--- config.mk ---
export PLATFORM = sky130hd
export DESIGN_NAME = fsm_context_scheduler_flat
export DESIGN_NICKNAME = d
export VERILOG_FILES = /design/src/rtl/fsm_context_scheduler_if.sv /design/src/rtl/fsm_context_scheduler.sv /design/src/flat_wrapper.sv
export SDC_FILE = /design/constraint.sdc
export NUM_CORES = 1
export LEC_CHECK = 0
export CAP_MARGIN = 40
export CORE_ASPECT_RATIO = 0.8
export CORE_UTILIZATION = 52
export DETAILED_ROUTE_END_ITERATION = 10
export PLACE_DENSITY = 0.9
export SYNTH_ARGS = -nofsm -noshare
export SYNTH_HDL_FRONTEND = slang
export SYNTH_SLANG_ARGS = --single-unit
--- constraint.sdc ---
create_clock -name clk -period 2.3 [get_ports clk]
set_input_delay 0.575 -clock clk [delete_from_list [all_inputs] [get_ports clk]]
set_output_delay 0.575 -clock clk [all_outputs]
set_load 0.03 [all_outputs]
--- src/rtl/fsm_context_scheduler_if.sv ---
// Requester-side and result-side signals of the shared symbol-tracking scheduler.
interface fsm_context_scheduler_if #(
  parameter int NREQ = 4,
  parameter int IDW  = 2
);
  logic [NREQ-1:0] req_valid;
  logic [NREQ-1:0] req_bit;
  logic [NREQ-1:0] ctx_clear;
  logic [NREQ-1:0] req_ready;
  logic            busy;
  logic            out_valid;
  logic [IDW-1:0]  out_id;
  logic [1:0]      out_code;

  modport master (
    output req_valid, req_bit, ctx_clear,
    input  req_ready, busy, out_valid, out_id, out_code
  );

  modport slave (
    input  req_valid, req_bit, ctx_clear,
    output req_ready, busy, out_valid, out_id, out_code
  );
endinterface

--- src/rtl/fsm_context_scheduler.sv ---
// One shared I/S/T tracking FSM time-multiplexed over NREQ requesters, each holding
// its own 2-bit context; round-robin grants with a per-grant burst limit.
module fsm_context_scheduler #(
  parameter int NREQ  = 4,
  parameter int IDW   = 2,
  parameter int BURST = 4
) (
  input logic                    clk,
  input logic                    reset,
  fsm_context_scheduler_if.slave bus
);

  typedef enum logic [0:0] {ST_IDLE = 1'b0, ST_GRANT = 1'b1} arb_state_t;

  localparam logic [1:0]     CTX_I   = 2'd0;
  localparam logic [1:0]     CTX_S   = 2'd1;
  localparam logic [1:0]     CTX_T   = 2'd2;
  localparam logic [3:0]     BURST_W = 4'(BURST);
  localparam logic [IDW:0]   NREQ_W  = (IDW+1)'(NREQ);
  localparam logic [IDW-1:0] LAST_ID = IDW'(NREQ - 1);

  function automatic logic [1:0] next_ctx_f(input logic [1:0] cur, input logic in_bit);
    case (cur)
      CTX_I:   next_ctx_f = CTX_S;
      CTX_S:   next_ctx_f = in_bit ? CTX_T : CTX_S;
      CTX_T:   next_ctx_f = in_bit ? CTX_S : CTX_T;
      default: next_ctx_f = CTX_I;
    endcase
  endfunction

  function automatic logic [1:0] code_f(input logic [1:0] ctx);
    case (ctx)
      CTX_I:   code_f = 2'b01;
      CTX_S:   code_f = 2'b10;
      CTX_T:   code_f = 2'b11;
      default: code_f = 2'b00;
    endcase
  endfunction

  arb_state_t      state_r, state_s;
  logic [IDW-1:0]  ptr_r, ptr_s;
  logic [IDW-1:0]  owner_r, owner_s;
  logic [3:0]      burst_cnt_r, burst_cnt_s;
  logic [1:0]      ctx_r [NREQ];
  logic            out_valid_r;
  logic [IDW-1:0]  out_id_r;
  logic [1:0]      out_code_r;

  logic            found_s;
  logic [IDW-1:0]  pick_s;
  logic [IDW:0]    idx_s;
  logic [IDW-1:0]  owner_inc_s;
  logic            consume_s;
  logic [NREQ-1:0] ready_s;
  logic [1:0]      new_ctx_s;
  logic [1:0]      code_s;

  // Round-robin pick: first valid requester at or after ptr, wrapping modulo NREQ.
  always_comb begin
    found_s = 1'b0;
    pick_s  = ptr_r;
    idx_s   = {1'b0, ptr_r};
    for (int k = 0; k < NREQ; k++) begin
      idx_s = {1'b0, ptr_r} + (IDW+1)'(k);
      if (idx_s >= NREQ_W) begin
        idx_s = idx_s - NREQ_W;
      end else begin
        idx_s = idx_s;
      end
      if (!found_s && bus.req_valid[idx_s[IDW-1:0]]) begin
        found_s = 1'b1;
        pick_s  = idx_s[IDW-1:0];
      end else begin
        found_s = found_s;
      end
    end
  end

  // Arbiter next-state, burst accounting and consume strobe.
  always_comb begin
    state_s     = state_r;
    ptr_s       = ptr_r;
    owner_s     = owner_r;
    burst_cnt_s = burst_cnt_r;
    consume_s   = 1'b0;
    ready_s     = {NREQ{1'b0}};
    owner_inc_s = (owner_r == LAST_ID) ? {IDW{1'b0}} : owner_r + IDW'(1);
    case (state_r)
      ST_IDLE: begin
        if (|bus.req_valid) begin
          owner_s     = pick_s;
          burst_cnt_s = 4'd0;
          state_s     = ST_GRANT;
        end else begin
          state_s = ST_IDLE;
        end
      end
      ST_GRANT: begin
        if (bus.req_valid[owner_r]) begin
          consume_s        = 1'b1;
          ready_s[owner_r] = 1'b1;
          burst_cnt_s      = burst_cnt_r + 4'd1;
          if (burst_cnt_s == BURST_W) begin
            state_s = ST_IDLE;
            ptr_s   = owner_inc_s;
          end else begin
            state_s = ST_GRANT;
          end
        end else begin
          state_s = ST_IDLE;
          ptr_s   = owner_inc_s;
        end
      end
      default: state_s = ST_IDLE;
    endcase
  end

  // A clear on the owner in its consuming cycle overrides the computed state.
  always_comb begin
    new_ctx_s = next_ctx_f(ctx_r[owner_r], bus.req_bit[owner_r]);
    if (bus.ctx_clear[owner_r]) begin
      code_s = code_f(CTX_I);
    end else begin
      code_s = code_f(new_ctx_s);
    end
  end

  // Arbiter registers.
  always_ff @(posedge clk or posedge reset) begin
    if (reset) begin
      state_r     <= ST_IDLE;
      ptr_r       <= {IDW{1'b0}};
      owner_r     <= {IDW{1'b0}};
      burst_cnt_r <= 4'd0;
    end else begin
      state_r     <= state_s;
      ptr_r       <= ptr_s;
      owner_r     <= owner_s;
      burst_cnt_r <= burst_cnt_s;
    end
  end

  // Per-requester saved contexts.
  always_ff @(posedge clk or posedge reset) begin
    if (reset) begin
      for (int i = 0; i < NREQ; i++) ctx_r[i] <= CTX_I;
    end else begin
      for (int i = 0; i < NREQ; i++) begin
        if (bus.ctx_clear[i]) begin
          ctx_r[i] <= CTX_I;
        end else if (consume_s && (owner_r == IDW'(i))) begin
          ctx_r[i] <= new_ctx_s;
        end else begin
          ctx_r[i] <= ctx_r[i];
        end
      end
    end
  end

  // Result registers; id/code hold between results.
  always_ff @(posedge clk or posedge reset) begin
    if (reset) begin
      out_valid_r <= 1'b0;
      out_id_r    <= {IDW{1'b0}};
      out_code_r  <= 2'b00;
    end else begin
      out_valid_r <= consume_s;
      if (consume_s) begin
        out_id_r   <= owner_r;
        out_code_r <= code_s;
      end else begin
        out_id_r   <= out_id_r;
        out_code_r <= out_code_r;
      end
    end
  end

  assign bus.req_ready = ready_s;
  assign bus.busy      = (state_r == ST_GRANT);
  assign bus.out_valid = out_valid_r;
  assign bus.out_id    = out_id_r;
  assign bus.out_code  = out_code_r;

endmodule

--- src/flat_wrapper.sv ---
// flat-port wrapper written by rule: the top's interface ports become plain ports
module fsm_context_scheduler_flat 
#(
  parameter int NREQ  = 4,
  parameter int IDW   = 2,
  parameter int BURST = 4
)
  (clk, reset, bus_req_valid, bus_req_bit, bus_ctx_clear, bus_req_ready, bus_busy, bus_out_valid, bus_out_id, bus_out_code);
  fsm_context_scheduler_if #(.NREQ(NREQ), .IDW(IDW)) bus_i ();
  input logic clk;
  input logic reset;
  input wire logic [$bits(bus_i.req_valid)-1:0] bus_req_valid;
  input wire logic [$bits(bus_i.req_bit)-1:0] bus_req_bit;
  input wire logic [$bits(bus_i.ctx_clear)-1:0] bus_ctx_clear;
  output wire logic [$bits(bus_i.req_ready)-1:0] bus_req_ready;
  output wire logic [$bits(bus_i.busy)-1:0] bus_busy;
  output wire logic [$bits(bus_i.out_valid)-1:0] bus_out_valid;
  output wire logic [$bits(bus_i.out_id)-1:0] bus_out_id;
  output wire logic [$bits(bus_i.out_code)-1:0] bus_out_code;
  assign bus_i.req_valid = bus_req_valid;
  assign bus_i.req_bit = bus_req_bit;
  assign bus_i.ctx_clear = bus_ctx_clear;
  assign bus_req_ready = bus_i.req_ready;
  assign bus_busy = bus_i.busy;
  assign bus_out_valid = bus_i.out_valid;
  assign bus_out_id = bus_i.out_id;
  assign bus_out_code = bus_i.out_code;
  fsm_context_scheduler #(.NREQ(NREQ), .IDW(IDW), .BURST(BURST)) u_core (.clk(clk), .reset(reset), .bus(bus_i));
endmodule
==> results of run 1 <==
cell families (layout without fill, tap and decap cells):
logic type,after synthesis,in the layout
buf+inv,15,50
xor+xnor,1,1
mux,14,14
compound gates,30,30
fa+ha+maj,6,6
flops,22,22
simple gates,41,41
per-layer routing:
| layer | global-route usage, % | vias to the layer above |
|---|---|---|
| li1 | - | 543 |
| met1 | 36.0 | 596 |
| met2 | 43.0 | 33 |
| met3 | 4.28 | 6 |
| met4 | 8.14 | 0 |
| met5 | 0 | - |
final cells by class:
class / count / area, um^2
Multi-Input combinational cell: 92 / 759
Fill cell: 191 / 713
Sequential cell: 22 / 551
Timing Repair Buffer: 39 / 355
Tap cell: 36 / 45.0
Clock inverter: 1 / 30.0
Inverter: 7 / 26.3
Clock buffer: 3 / 22.5
worst max-delay path: stages:
cell and delay, ns:
dlygate4sd2_1 0.24, mux4_2 0.55, and3_4 0.23, buf_6 0.13
Yosys cell counts (2+ instances only):
master | n | share of area [%]
nor2b_1 | 3 | 1.3
mux4_2 | 4 | 6.5
nand3_1 | 6 | 2.2
ha_1 | 6 | 5.4
and3_1 | 4 | 1.8
mux2_2 | 2 | 1.6
o21ai_0 | 9 | 3.2
nor3b_1 | 2 | 1.1
nor2_1 | 12 | 3.2
buf_6 | 5 | 4.0
mux2i_1 | 5 | 3.6
a211oi_2 | 4 | 3.6
dfrtp_1 | 22 | 39
nand2_1 | 8 | 2.2
inv_1 | 7 | 1.9
nand3b_1 | 2 | 1.1
a21oi_1 | 6 | 2.2
sequential cells by signal, summed over array words and instances (netlist names):
signal	cells
u_core.bus.busy	1
u_core.ptr_r	2
u_core.bus.out_code	2
u_core.bus.out_valid	1
u_core.ctx_r	8
u_core.bus.out_id	2
u_core.burst_cnt_r	4
u_core.owner_r	2
power breakdown:
| group | internal [uW] | leakage, uW | switching, uW |
|---|---|---|---|
| Clock | 176 | 0.0000279 | 122 |
| Sequential | 530 | 0.000283 | 150 |
| Combinational | 579 | 0.000483 | 656 |
| Total | 1290 | 0.000795 | 928 |
per-stage QoR:
| stage | setup WS, ns | utilization [%] | TNS (ns) | area, um^2 | hold slack [ns] |
|---|---|---|---|---|---|
| finish | -0.00184 | 71.5 | -0.00184 | 1790 | 0.497 |
| global route | -0.0284 | 71.5 | -0.0928 | 1790 | 0.546 |
| CTS | 0.000106 | 71.3 | 0 | 1780 | 0.502 |
| detailed placement | -0.673 | 68.4 | -2.81 | 1710 | 0.472 |
| global placement | -0.637 | 68.4 | -2.57 | 1710 | 0.462 |
| floorplan | 0.173 | - | 0 | 1400 | 0.481 |
what timing repair did:
item / 4_1_cts / 5_1_grt
pin swaps: 4 / 1
endpoints found under the setup margin: 4 / 5
gates resized for setup: 36 / 3
worst max-delay path by stage:
stage,endpoint,startpoint
finish,bus_req_ready[1],bus_req_valid[2]
global route,bus_req_ready[1],u_core.owner_r[0]
CTS,bus_req_ready[2],bus_req_valid[1]
detailed placement,bus_req_ready[0],bus_req_valid[1]
global placement,bus_req_ready[2],bus_req_valid[1]
floorplan,bus_req_ready[1],bus_req_valid[1]
==> flow_summary_export.csv, run 1 <==
group,metric,value,unit
run_status,status,"finished with violations",
run_status,failed_checks,"negative setup slack",
clock_network,clk_pin_slew_worst_paths,0.14,ns
detailed_routing,ant_nets,0,
timing,setup_viol_count_final,1,
floorplan,start_util,55.8,%
detailed_routing,dr.max_layer_used,"met4",
yosys,netlist_area,1400,um^2
timing,fin_crit,2.30,ns
yosys,muxShareOfSynthArea,15.3,%
global_route,overflow,0,
timing,setup_ws,-0.00184,ns
timing,max_slew_margin,74.9,%
floorplan,io_pins,24,
power_and_ir_drop,ir_drop,0.677,mV
detailed_routing,vias,1178,
detailed_routing,dr.pass1.iters,4,
layout,layout_common_cells,"dfrtp_1, buf_4, clkdlybuf4s50_1",
detailed_routing,drt_iter0_drc,64,
critical_path,reg2reg_to,"u_core.ctx_r[1]",
timing,rsz0062_at_grt,"yes",
global_route,grt_antenna_before_repair,0,
critical_path,crit_path_start_kind,"input port",
min_path,min_to,"u_core.bus.out_code[1]",
clock_network,cts_hold_buf,0,
timing,max_clock_freq,0.434,GHz
placement,dp_cells,196,
layout,stdcell_count,200,
clock_network,post_cts_buffers,0,
floorplan,core,2500,um^2
power_and_ir_drop,leakagePower,0.000795,uW
yosys,synth_cells,129,
layout,diodes,0,
yosys,ys_ff_latch,22,
clock_network,cts_tree,"yes",
timing,finalMaxSlewViolations,0,
critical_path,critPathRequiredTime,1.73,ns
detailed_routing,wl_met2,1.65,mm
detailed_routing,drcViolationCount,0,
critical_path,crit_path_end_kind,"output port",
timing,finalCritPeriodShare,100,%
clock_network,cts_sinks,22,
yosys,ys.flop_type,"dfrtp_1",
layout,final_common_cell,"dfrtp_1",
floorplan,die_w,59.9,um
yosys,async_reset_ff_share,100,%
clock_network,h-tree-depth,1,
floorplan,row_count,16,
yosys,yosysSeqAreaShare,39.4,%
critical_path,cp.arrival,1.73,ns
global_route,grtUsageTotal,26.5,%
yosys,synth_xor_xnor_area_share,0.627,%
clock_network,insertion_delay,0.32,ns
timing,worstMarginPinSlew,0.369,ns
yosys,synth_top_family_by_area,"compound AO/OA/AOI/OAI gates",
placement,port_buffers,23,
critical_path,r2r_slack,0.32,ns
yosys,synth-simple-area-share,15.8,%
yosys,synth_fp_nets,149,
detailed_routing,totalWireLength,3.26,mm
detailed_routing,wl_met1,1.45,mm
layout,synthToLayoutAreaGrowth,28.1,%
detailed_routing,viasPerCell,5.89,
placement,hpwlAfterDp,2.55,mm
timing,finClkSkew,0.0162,ns
critical_path,reg2reg_depth,5,
global_route,grt_max_degree,23,
global_route,grt_pass1_wl,5.69,mm
clock_network,cts_made_buffers,3,
flow_run,drv_cap,0,
power_and_ir_drop,p_total,2210,uW
clock_network,clk_path_buf_depth,2,
yosys,synth_compound_area_share,15.9,%
floorplan,die-area,2900,um^2
placement,place_congestion,0.937,
power_and_ir_drop,power.density,1240,nW/um^2
critical_path,worstPathMaxFanout,5,
yosys,avgSynthCellArea,10.8,um^2
min_path,min-delay-start,"u_core.bus.out_code[1]",
yosys,netlist-cell-type-count,39,
critical_path,criticalPathCategory,"in -> out",
yosys,synth-edff-count,0,
layout,final_nets,185,
min_path,whs_path_depth,1,
clock_network,root_buffer,"clkbuf_4",
yosys,yosys.area_share.adder,5.38,%
critical_path,r2r_start,"u_core.owner_r[0]",
detailed_routing,wl_met3,105,um
min_path,hp-class,"reg -> reg",
yosys,yosysWarnings,0,
detailed_routing,wl_per_cell,16.3,um
global_route,grt_pass1_vias,1217,
timing,hold_viol_final,0,
floorplan,die_h,48.4,um
layout,drive_gt1_share,26.8,%
Note: power is estimated with default switching activity, not from simulation.
==> run 2, diff against run 1 <==
--- a/config.mk
+++ b/config.mk
@@ -7,9 +7,11 @@
 export LEC_CHECK = 0
 export CAP_MARGIN = 40
 export CORE_ASPECT_RATIO = 0.8
+export CORE_MARGIN = 2
 export CORE_UTILIZATION = 52
 export DETAILED_ROUTE_END_ITERATION = 10
 export PLACE_DENSITY = 0.9
 export SYNTH_ARGS = -nofsm -noshare
 export SYNTH_HDL_FRONTEND = slang
 export SYNTH_SLANG_ARGS = --single-unit
+export TNS_END_PERCENT = 20
==> run 2 against run 1 <==
Effect of this change:
- the flow now finishes without violations
- critical endpoint is now bus_req_ready[2]
- hold slack gained 0.0036 ns
- first-iteration DRC count decreased by 31%
- setup slack better by 0.033 ns
- clock power about the same
- via count decreased by 1.9%
- final area increased by 0.49%
- combinational power hardly changed
- highest routed layer unchanged
- wire length rose by 5.6%
==> flow_summary_export.csv, run 2 (synthesis results as in run 1) <==
group,metric,value,unit
run_status,status,"finished clean",
clock_network,clk_pin_slew_worst_paths,0.13,ns
detailed_routing,ant_nets,0,
clock_network,h-tree-depth,1,
placement,place_congestion,0.867,
floorplan,io_pins,24,
critical_path,worstPathMaxFanout,5,
floorplan,die-area,3120,um^2
layout,largest-register,"u_core.ctx_r",
critical_path,timing.critical_path.from,"bus_req_valid[1]",
power_and_ir_drop,ir_drop,0.902,mV
placement,dpl-instance-area,1700,um^2
clock_network,cts_tree,"yes",
detailed_routing,dr.pass1.iters,4,
detailed_routing,vias,1156,
timing,finClkSkew,0.0108,ns
layout,reg.largest.list,"u_core.ctx_r: 8 flops, u_core.burst_cnt_r: 4 flops",
floorplan,die_h,50.4,um
clock_network,cts_made_buffers,3,
clock_network,clk_path_buf_depth,2,
timing,worstMarginPinSlew,0.416,ns
global_route,grt_antenna_before_repair,0,
clock_network,root_buffer,"clkbuf_4",
critical_path,slowest_delay,0.52,ns
critical_path,r2r_slack,0.31,ns
detailed_routing,drcViolationCount,0,
detailed_routing,drt_iter0_drc,44,
min_path,hp-class,"reg -> reg",
clock_network,cts_sinks,22,
floorplan,core,2500,um^2
timing,setup_ws,0.0309,ns
detailed_routing,wl_per_cell,17.0,um
layout,n_fill_cell,180,
layout,design_area,1800,um^2
timing,max_slew_margin,71.9,%
timing,setup_viol_count_final,0,
detailed_routing,dr.max_layer_used,"met4",
timing,fin_crit,2.27,ns
global_route,grtUsageTotal,25.8,%
global_route,overflow,0,
power_and_ir_drop,leakagePower,0.000797,uW
timing,max_clock_freq,0.441,GHz
clock_network,insertion_delay,0.32,ns
timing,rsz0062_at_grt,"no",
layout,drive_gt1_share,28.3,%
layout,layout_common_cells,"dfrtp_1, buf_4, clkdlybuf4s50_1",
floorplan,start_util,55.8,%
critical_path,critPathRequiredTime,1.73,ns
detailed_routing,viasPerCell,5.72,
timing,finalMaxSlewViolations,0,
placement,hpwlAfterDp,2.63,mm
detailed_routing,wl_met3,137,um
layout,largest_register_ffs,8,
timing,finalCritPeriodShare,98.7,%
detailed_routing,wl_met2,1.75,mm
global_route,grt_pass1_wl,5.78,mm
global_route,grt_pass1_vias,1186,
critical_path,cp.arrival,1.69,ns
critical_path,crit_path_start_kind,"input port",
layout,synthToLayoutAreaGrowth,28.8,%
timing,hold_viol_final,0,
critical_path,criticalPathCategory,"in -> out",
floorplan,die_w,61.9,um
critical_path,r2r_start,"u_core.owner_r[0]",
layout,final_common_cell,"dfrtp_1",
min_path,min-delay-start,"u_core.bus.out_code[1]",
placement,port_buffers,23,
placement,pre_cts_ws,-0.727,ns
clock_network,cts_hold_buf,0,
detailed_routing,totalWireLength,3.44,mm
critical_path,worstPathCellList,"dlygate4sd2_1, mux4_2, and3_4, buf_6",
timing,holdWs,0.501,ns
detailed_routing,wl_met1,1.47,mm
critical_path,crit_slowest_cell,"mux4_2",
critical_path,crit_path_end_kind,"output port",
layout,diodes,0,
floorplan,row_count,16,
layout,final_nets,187,
power_and_ir_drop,power.density,1240,nW/um^2
global_route,grt_max_degree,23,
flow_run,drv_cap,0,
==> run 2: area by class of cell <==
class,count,area [um^2],share of cell area (%)
Tap cell,36,45.0,2.51
Clock buffer,3,22.5,1.25
Clock inverter,1,30.0,1.67
Timing Repair Buffer,41,364,20.3
Multi-Input combinational cell,92,759,42.2
Sequential cell,22,551,30.6
Inverter,7,26.3,1.46
==> run 2: worst paths after layout <==
path	to	cells past startpoint
max	bus_req_ready[2]	4
min	u_core.bus.out_code[1]	1
max reg2reg	u_core.burst_cnt_r[2]	7
min reg2reg	u_core.bus.out_code[1]	1
max in group asynchronous	u_core.bus.out_id[1]	3
min in group asynchronous	u_core.ctx_r[7]	3
==> run 2: stage by stage <==
step / TNS [ns] / std cells / utilization (%) / total power (uW)
3_3_place_gp: -3.30 / 195 / 68.1 / 1790
5_1_grt: 0 / 202 / 71.9 / 2380
4_1_cts: 0 / 201 / 71.7 / 2210
3_5_place_dp: -4.07 / 195 / 68.1 / 1860
6_report: 0 / 202 / 71.9 / 2220
2_1_floorplan: 0 / 129 / - / 1480
==> run 2: what timing repair did <==
| item | 4_1_cts | 5_1_grt |
|---|---|---|
| endpoints found under the setup margin | 4 | 4 |
| cloned | 0 | 0 |
| pin swaps | 4 | 1 |
| buffers inserted | 2 | 1 |
| resized for setup | 37 | 3 |
==> run 2: worst max-delay path, delay by kind of cell <==
kind	cells	cell delay (ns)
AND/OR/NAND/NOR	1	0.22
buffers and inverters	2	0.37
multiplexers	1	0.52
==> run 2: report_power, final <==
| part | internal (uW) | switching [uW] | total (uW) |
|---|---|---|---|
| clock | 176 | 124 | 300 |
| combinational | 587 | 652 | 1240 |
| sequential | 530 | 151 | 681 |
==> run 2: per-layer routing <==
| layer | up-vias | global-route usage, % |
|---|---|---|
| met3 | 10 | 5.15 |
| met4 | 0 | 8.51 |
| met5 | - | 0 |
| met2 | 34 | 41.9 |
| met1 | 571 | 33.9 |
| li1 | 541 | - |
